--- src/rtl/stack_ctrl_if.sv ---
// Request/response channel between a sequencer (master) and stack_ctrl (slave).
// A beat transfers on a rising edge where valid && ready are both 1; the sender
// keeps valid and its payload stable until that edge, and ready may not depend on a future valid.
interface stack_ctrl_if #(
  parameter int WIDTH = 8
);
  logic             req_valid;
  logic             req_ready;
  logic             req_op;
  logic [WIDTH-1:0] req_data;
  logic             rsp_valid;
  logic             rsp_ready;
  logic [WIDTH-1:0] rsp_data;
  logic             rsp_err;

  modport master (
    output req_valid, req_op, req_data, rsp_ready,
    input  req_ready, rsp_valid, rsp_data, rsp_err
  );

  modport slave (
    input  req_valid, req_op, req_data, rsp_ready,
    output req_ready, rsp_valid, rsp_data, rsp_err
  );
endinterface

--- src/rtl/stack_ctrl.sv ---
// Request-side controller for the stack: owns the stack pointer, sequences push/pop
// strobes into the stack and returns one response per accepted request.
module stack_ctrl #(
  parameter int WIDTH = 8,
  parameter int DEPTH = 2
) (
  input  logic             clk,
  input  logic             rst,
  stack_ctrl_if.slave      bus,
  output logic [DEPTH-1:0] count,
  output logic             ovf_sticky,
  output logic             unf_sticky,
  output logic             stk_push,
  output logic             stk_pop,
  output logic [DEPTH-1:0] stk_pointer,
  output logic [WIDTH-1:0] stk_data_in,
  input  logic [WIDTH-1:0] stk_data_out,
  output logic [2:0]       dbg_state
);

  localparam logic [2:0] S_IDLE = 3'd0;
  localparam logic [2:0] S_PUSH = 3'd1;
  localparam logic [2:0] S_POP  = 3'd2;
  localparam logic [2:0] S_CAPT = 3'd3;
  localparam logic [2:0] S_RESP = 3'd4;

  localparam logic [DEPTH-1:0] SP_ONE  = DEPTH'(1);
  localparam logic [DEPTH-1:0] SP_TWO  = DEPTH'(2);
  localparam logic [DEPTH-1:0] SP_FULL = DEPTH'(DEPTH);

  logic [2:0]       state_q, state_d;
  logic [DEPTH-1:0] sp_q, sp_d;
  logic [WIDTH-1:0] data_q, data_d;
  logic [WIDTH-1:0] rsp_data_q, rsp_data_d;
  logic             rsp_err_q, rsp_err_d;
  logic             ovf_q, ovf_d;
  logic             unf_q, unf_d;
  logic             full, empty;

  // Occupancy is tracked locally; the stack's own flags are never consulted.
  assign full  = (sp_q == SP_FULL);
  assign empty = (sp_q == '0);

  always_comb begin
    state_d    = state_q;
    sp_d       = sp_q;
    data_d     = data_q;
    rsp_data_d = rsp_data_q;
    rsp_err_d  = rsp_err_q;
    ovf_d      = ovf_q;
    unf_d      = unf_q;
    case (state_q)
      S_IDLE: begin
        if (bus.req_valid) begin
          if (bus.req_op) begin
            if (full) begin
              ovf_d      = 1'b1;
              rsp_err_d  = 1'b1;
              rsp_data_d = '0;
              state_d    = S_RESP;
            end else begin
              data_d  = bus.req_data;
              state_d = S_PUSH;
            end
          end else begin
            if (empty) begin
              unf_d      = 1'b1;
              rsp_err_d  = 1'b1;
              rsp_data_d = '0;
              state_d    = S_RESP;
            end else begin
              state_d = S_POP;
            end
          end
        end
      end
      S_PUSH: begin
        sp_d       = sp_q + SP_ONE;
        rsp_err_d  = 1'b0;
        rsp_data_d = '0;
        state_d    = S_RESP;
      end
      S_POP: begin
        sp_d    = sp_q - SP_ONE;
        state_d = S_CAPT;
      end
      // The stack registered its read during POP, so data_out is valid now.
      S_CAPT: begin
        rsp_data_d = stk_data_out;
        rsp_err_d  = 1'b0;
        state_d    = S_RESP;
      end
      S_RESP: begin
        if (bus.rsp_ready) state_d = S_IDLE;
      end
      default: state_d = S_IDLE;
    endcase
  end

  always_ff @(posedge clk) begin
    if (rst) begin
      state_q    <= S_IDLE;
      sp_q       <= '0;
      data_q     <= '0;
      rsp_data_q <= '0;
      rsp_err_q  <= 1'b0;
      ovf_q      <= 1'b0;
      unf_q      <= 1'b0;
    end else begin
      state_q    <= state_d;
      sp_q       <= sp_d;
      data_q     <= data_d;
      rsp_data_q <= rsp_data_d;
      rsp_err_q  <= rsp_err_d;
      ovf_q      <= ovf_d;
      unf_q      <= unf_d;
    end
  end

  assign bus.req_ready = (state_q == S_IDLE);
  assign bus.rsp_valid = (state_q == S_RESP);
  assign bus.rsp_data  = (state_q == S_RESP) ? rsp_data_q : '0;
  assign bus.rsp_err   = (state_q == S_RESP) ? rsp_err_q : 1'b0;

  assign stk_push    = (state_q == S_PUSH);
  assign stk_pop     = (state_q == S_POP);
  // The stack reads entry pointer+1 on pop, so point one below the top entry.
  assign stk_pointer = (state_q == S_POP) ? (sp_q - SP_TWO) : sp_q;
  assign stk_data_in = (state_q == S_PUSH) ? data_q : '0;

  assign count      = sp_q;
  assign ovf_sticky = ovf_q;
  assign unf_sticky = unf_q;
  assign dbg_state  = state_q;

endmodule

--- src/flat_wrapper.sv ---
// flat-port wrapper written by rule: the top's interface ports become plain ports
module stack_ctrl_flat 
#(
  parameter int WIDTH = 8,
  parameter int DEPTH = 2
)
  (clk, rst, count, ovf_sticky, unf_sticky, stk_push, stk_pop, stk_pointer, stk_data_in, stk_data_out, dbg_state, bus_req_valid, bus_req_op, bus_req_data, bus_rsp_ready, bus_req_ready, bus_rsp_valid, bus_rsp_data, bus_rsp_err);
  stack_ctrl_if #(.WIDTH(WIDTH)) bus_i ();
  input  logic clk;
  input  logic rst;
  output logic [DEPTH-1:0] count;
  output logic ovf_sticky;
  output logic unf_sticky;
  output logic stk_push;
  output logic stk_pop;
  output logic [DEPTH-1:0] stk_pointer;
  output logic [WIDTH-1:0] stk_data_in;
  input  logic [WIDTH-1:0] stk_data_out;
  output logic [2:0] dbg_state;
  input wire logic [$bits(bus_i.req_valid)-1:0] bus_req_valid;
  input wire logic [$bits(bus_i.req_op)-1:0] bus_req_op;
  input wire logic [$bits(bus_i.req_data)-1:0] bus_req_data;
  input wire logic [$bits(bus_i.rsp_ready)-1:0] bus_rsp_ready;
  output wire logic [$bits(bus_i.req_ready)-1:0] bus_req_ready;
  output wire logic [$bits(bus_i.rsp_valid)-1:0] bus_rsp_valid;
  output wire logic [$bits(bus_i.rsp_data)-1:0] bus_rsp_data;
  output wire logic [$bits(bus_i.rsp_err)-1:0] bus_rsp_err;
  assign bus_i.req_valid = bus_req_valid;
  assign bus_i.req_op = bus_req_op;
  assign bus_i.req_data = bus_req_data;
  assign bus_i.rsp_ready = bus_rsp_ready;
  assign bus_req_ready = bus_i.req_ready;
  assign bus_rsp_valid = bus_i.rsp_valid;
  assign bus_rsp_data = bus_i.rsp_data;
  assign bus_rsp_err = bus_i.rsp_err;
  stack_ctrl #(.WIDTH(WIDTH), .DEPTH(DEPTH)) u_core (.clk(clk), .rst(rst), .bus(bus_i), .count(count), .ovf_sticky(ovf_sticky), .unf_sticky(unf_sticky), .stk_push(stk_push), .stk_pop(stk_pop), .stk_pointer(stk_pointer), .stk_data_in(stk_data_in), .stk_data_out(stk_data_out), .dbg_state(dbg_state));
endmodule
--- config.mk ---
export PLATFORM = sky130hd
export DESIGN_NAME = stack_ctrl_flat
export DESIGN_NICKNAME = d
export VERILOG_FILES = /design/src/rtl/stack_ctrl_if.sv /design/src/rtl/stack_ctrl.sv /design/src/flat_wrapper.sv
export SDC_FILE = /design/constraint.sdc
export NUM_CORES = 1
export LEC_CHECK = 0
export ABC_AREA = 1
export BUFFER_PORTS_ARGS = -buffer_cell sky130_fd_sc_hd__buf_2
export CORE_UTILIZATION = 31
export DETAILED_ROUTE_END_ITERATION = 6
export PLACE_DENSITY = 0.65
export REMOVE_ABC_BUFFERS = 1
export SYNTH_ARGS = -nofsm -noshare
export SYNTH_HDL_FRONTEND = slang
export SYNTH_SLANG_ARGS = --single-unit
--- constraint.sdc ---
create_clock -name clk -period 3.05 [get_ports clk]
set_clock_uncertainty 0.05 [all_clocks]
set_input_delay 0.7625 -clock clk [delete_from_list [all_inputs] [get_ports clk]]
set_output_delay 0.7625 -clock clk [all_outputs]
set_load 0.01 [all_outputs]
; ---- After elaboration in Yosys (flattened, before gate mapping)
; Cells that the tools add are included.
[word_totals]
reg_bits = 24
word_cells = 54
inputBits = 21
out_inout_bits = 30
[classes]
n_bitwise = 2
reduce_logical = 12
add_sub_neg = 3
mux = 21
eq_ne = 9
[ops]
columns = cell, count
row1 = $mux W8, 6
row2 = $pmux W8 S3, 1
row3 = $reduce_and A4 Y1, 5
row4 = $mux W3, 5
row5 = $pmux W3 S4, 1
row6 = $eq A3 B2 Y1 const B, 2
row7 = $ne A3 B2 Y1 const B, 2
row8 = $mux W1, 5
row9 = $ne A2 B2 Y1 const B, 2
row10 = $pmux W2 S2, 1
row11 = $reduce_bool A2 Y1, 2
row12 = $eq A3 B1 Y1 const B, 1
row13 = $eq A3 B3 Y1 const B, 1
row14 = $logic_not A3 Y1, 1
row15 = $reduce_bool A3 Y1, 1
row16 = $add A2 B1 Y2 const B, 1
row17 = $eq A2 B2 Y1 const B, 1
row18 = $logic_not A2 Y1, 1
row19 = $mux W2, 1
row20 = $not A1 Y1, 2
row21 = $pmux W1 S2, 1
row22 = $reduce_and A2 Y1, 1
row23 = $reduce_or A2 Y1, 1
row24 = $sub A2 B1 Y2 const B, 1
row25 = $sub A2 B2 Y2 const B, 1

; ---- Logic depth before layout (Yosys ltp)
[depth]
depth_word = 5
depth_mapped = 9
mapped_depth_nobuf = 9

; ---- Worst setup path after synthesis
; Ideal clock, no wire load.
[synth_path]
kind = register to output
start = reg u_core.state_q[1], in the netlist u_core.dbg_state[1]
end = out bus_rsp_valid
arrival_ns = 0.977
required_ns = 2.237
stages_incl_launch_ff = 5
n_path_buf = 1
setup_slack_ns = 1.260
path_cell_list = dfxtp_1 > inv_2 > nand3_1 > clkbuf_1 > inv_1
[synth_between]
elab_chain_cells = 1
[synth_rtl]
columns = element, line_no
row1 = "start, declared", stack_ctrl.sv:31  ; logic [2:0] state_q, state_d;
row2 = "start signal, assigned", stack_ctrl.sv:110  ; state_q <= state_d;
row3 = $eq A3 B3 Y1, stack_ctrl.sv:121  ; assign bus.rsp_valid = (state_q == S_RESP);
row4 = "end, declared", flat_wrapper.sv:25  ; output wire logic [$bits(bus_i.rsp_valid)-1:0] bus_rsp_valid;
; Every way passes these cells.

; ---- Worst setup path in the final report
[layout_path]
start = reg u_core.state_q[2], in the netlist u_core.dbg_state[2]
end = out bus_rsp_err
[layout_between]
elab_chain_cells = 2
[layout_rtl]
columns = element, line_no
row1 = $eq A3 B3 Y1, stack_ctrl.sv:123  ; assign bus.rsp_err = (state_q == S_RESP) ? rsp_err_q : 1'b0;
row2 = $mux W1, stack_ctrl.sv:123
row3 = "end, declared", flat_wrapper.sv:27  ; output wire logic [$bits(bus_i.rsp_err)-1:0] bus_rsp_err;
; Every way passes these cells.

==> flow_summary.json <==
{
  "grt_overflow": 0,
  "htree_levels": 1,
  "cts_buffers": 3,
  "vias": 1198,
  "min_path_type": "flip-flop to flip-flop",
  "yosys-top-cells-count": "37 x inv_1, 37 x nor2_1, 24 x dfxtp_1, 24 x nand2_1, 12 x a21oi_1",
  "wl_mm": 2.71,
  "first_pass_iters": 4,
  "r2r_end": "u_core.dbg_state[0]",
  "slowest_delay_ns": 0.43,
  "register_area_um2": 480,
  "die_h_um": 65.6,
  "worstPathArrival_ns": 1.37,
  "synth-seq-cells": 24,
  "status": "finished clean",
  "drt-initial-drc-count": 28,
  "dieWidth_um": 65.6,
  "area_delta_synth_final_pct": 24.4,
  "grt_max_degree": 20,
  "clock_latency_ns": 0.26,
  "synthFlopType": "dfxtp_1",
  "via_per_inst": 4.23,
  "rr_startpoint": "u_core.dbg_state[2]",
  "holdBufCountCts": 0,
  "antenna_cells": 0,
  "period_needed_ns": 2.19,
  "grtUsageTotal": 0.139,
  "multi_input_area_um2": 576,
  "clk_pin_slew_worst_paths_ns": 0.08,
  "path_max_fanout": 11,
  "drtAntennaViolNets": 0,
  "crit_chain": "nand3_1 -> nor2_1 -> buf_2",
  "cp.required_ns": 2.24,
  "place_area_um2": 1520,
  "drive_above_1_share": 0.336,
  "post-cts-setup-buffer-count": 0,
  "rows": 22,
  "worst_slew_pin_slew_ns": 0.586,
  "detailed_place_hpwl_mm": 1.96,
  "synth_cells": 187,
  "synth_top_area_cell": "dfxtp_1",
  "crit_slowest_cell": "dfxtp_1",
  "cp.buffers_inverters": 1,
  "grt_pass1_vias": 1038,
  "place_congestion": 0.815,
  "syn_area_per_cell_um2": 6.70,
  "io_buffers": 50,
  "slew_viol_final": 0,
  "drt-wirelength-per-cell_um": 9.59,
  "ys_types": 24,
  "cts-resized-gates": 0,
  "final_area_um2": 1560,
  "synth_area_leaders": "dfxtp_1 38%, inv_1 11%, nor2_1 11%",
  "finalCritPeriodShare": 0.717,
  "netlist.area_leader.share": 0.384,
  "max_freq_mhz": 458,
  "synthesis.area_um2": 1250,
  "grt_pass1_wl_mm": 4.57,
  "async_flop_share": 0,
  "io_pins": 51,
  "critPathKind": "flip-flop to output port",
  "hold_start": "u_core.data_q[0]",
  "synth-edff-count": 0,
  "min_to": "u_core.data_q[0]",
  "p_per_area_nw_per_um2": 643,
  "slew-limit-headroom": 0.609,
  "worstSetupEndpointType": "output port",
  "worst-r2r-cell-count": 4,
  "whs_path_depth": 2,
  "vdd_drop_max_mv": 0.281,
  "fillers": 433,
  "drv_cap": 0,
  "cp_top_family": "simple AND/OR/NAND/NOR gates",
  "root_buffer": "clkbuf_8",
  "final_nets": 258,
  "antenna_found_initial": 0,
  "leakagePower_nw": 0.870,
  "final.setup.tns_ns": 0,
  "cts_tree": "done",
  "dieArea_um2": 4300,
  "clkSinkCount": 24,
  "drc_errors": 0,
  "start_util": 0.332,
  "r2r_slack_ns": 1.47,
  "rsz0062_at_grt": "no",
  "setup_viol": 0,
  "ys_seq_area_frac": 0.384,
  "core_area_um2": 3770,
  "start_kind": "flip-flop",
  "ys_warn_count": 0,
  "hold_viol_final": 0,
  "cts_buffer_depth": 2
}
[flip-flops by register name (all words and copies together), names as in the netlist]
name	flops
u_core.dbg_state	3
u_core.data_q	8
u_core.ovf_sticky	1
u_core.rsp_err_q	1
u_core.rsp_data_q	8
u_core.count	2
u_core.unf_sticky	1
[cell type report]
type | instances | share of cell area
Timing Repair Buffer | 50 | 0.161
Sequential cell | 24 | 0.308
Inverter | 40 | 0.0964
Tap cell | 48 | 0.0386
Multi-Input combinational cell | 118 | 0.369
Clock buffer | 3 | 0.0265
[how the worst max path moves through the flow]
stage	start	end	slack, ns	cells after the start
after global routing	u_core.dbg_state[2]	bus_rsp_data[3]	0.66	3
after CTS	u_core.dbg_state[2]	bus_rsp_data[1]	0.80	3
after floorplan	u_core.dbg_state[2]	stk_pointer[1]	1.28	5
after detailed placement	u_core.dbg_state[2]	bus_rsp_data[1]	1.09	3
after global placement	u_core.dbg_state[2]	bus_rsp_data[0]	1.15	3
final	u_core.dbg_state[2]	bus_rsp_err	0.86	3
[power by group]
group / total (W) / leakage, nW / internal, W / switching [W]
Sequential: 0.000411 / 0.197 / 0.000379 / 0.0000321
Clock: 0.000182 / 0.0216 / 0.0000881 / 0.0000938
Combinational: 0.000408 / 0.652 / 0.000144 / 0.000263
[layout by cell type (no fill, tap or decap), drive strengths merged]
cell type	instances
o21ai	12
a31oi	1
dfxtp	24
nand2	32
nor3	3
nand3	6
a21oi	14
clkbuf	3
buf	50
inv	40
or2	1
nand4	1
nor2	48
[stage by stage]
stage	setup WS (ns)	total power (W)	instances	hold slack, ns	utilization
2_1_floorplan	1.28	0.000715	182	0.381	-
4_1_cts	0.798	0.00102	283	0.410	0.413
5_1_grt	0.662	0.00110	283	0.424	0.413
3_5_place_dp	1.09	0.000832	280	0.397	0.402
6_report	0.865	0.00100	283	0.407	0.413
3_3_place_gp	1.15	0.000826	280	0.391	0.402
[layer usage]
layer  global-route usage  share of wire  vias up
met5                    0              0        -
met1                0.185           0.50      512
met2                0.216           0.43       31
li1                     -              -      653
met4               0.0489         0.0085        0
met3               0.0313          0.060        2
[kinds of logic after synthesis]
| logic type | Yosys count | synth area share |
|---|---|---|
| DFF | 24 | 0.384 |
| buffers and inverters | 45 | 0.157 |
| AOI/OAI and AO/OA | 27 | 0.124 |
| and+or+nand+nor | 91 | 0.336 |
[worst reg2reg max path: cells and delay by family (launching register included)]
family	cells	cell delay, ns
AND/OR/NAND/NOR	3	0.85
flip-flops	1	0.43
AO/OA/AOI/OAI	1	0.13
Power figures use the tool's default switching activity.
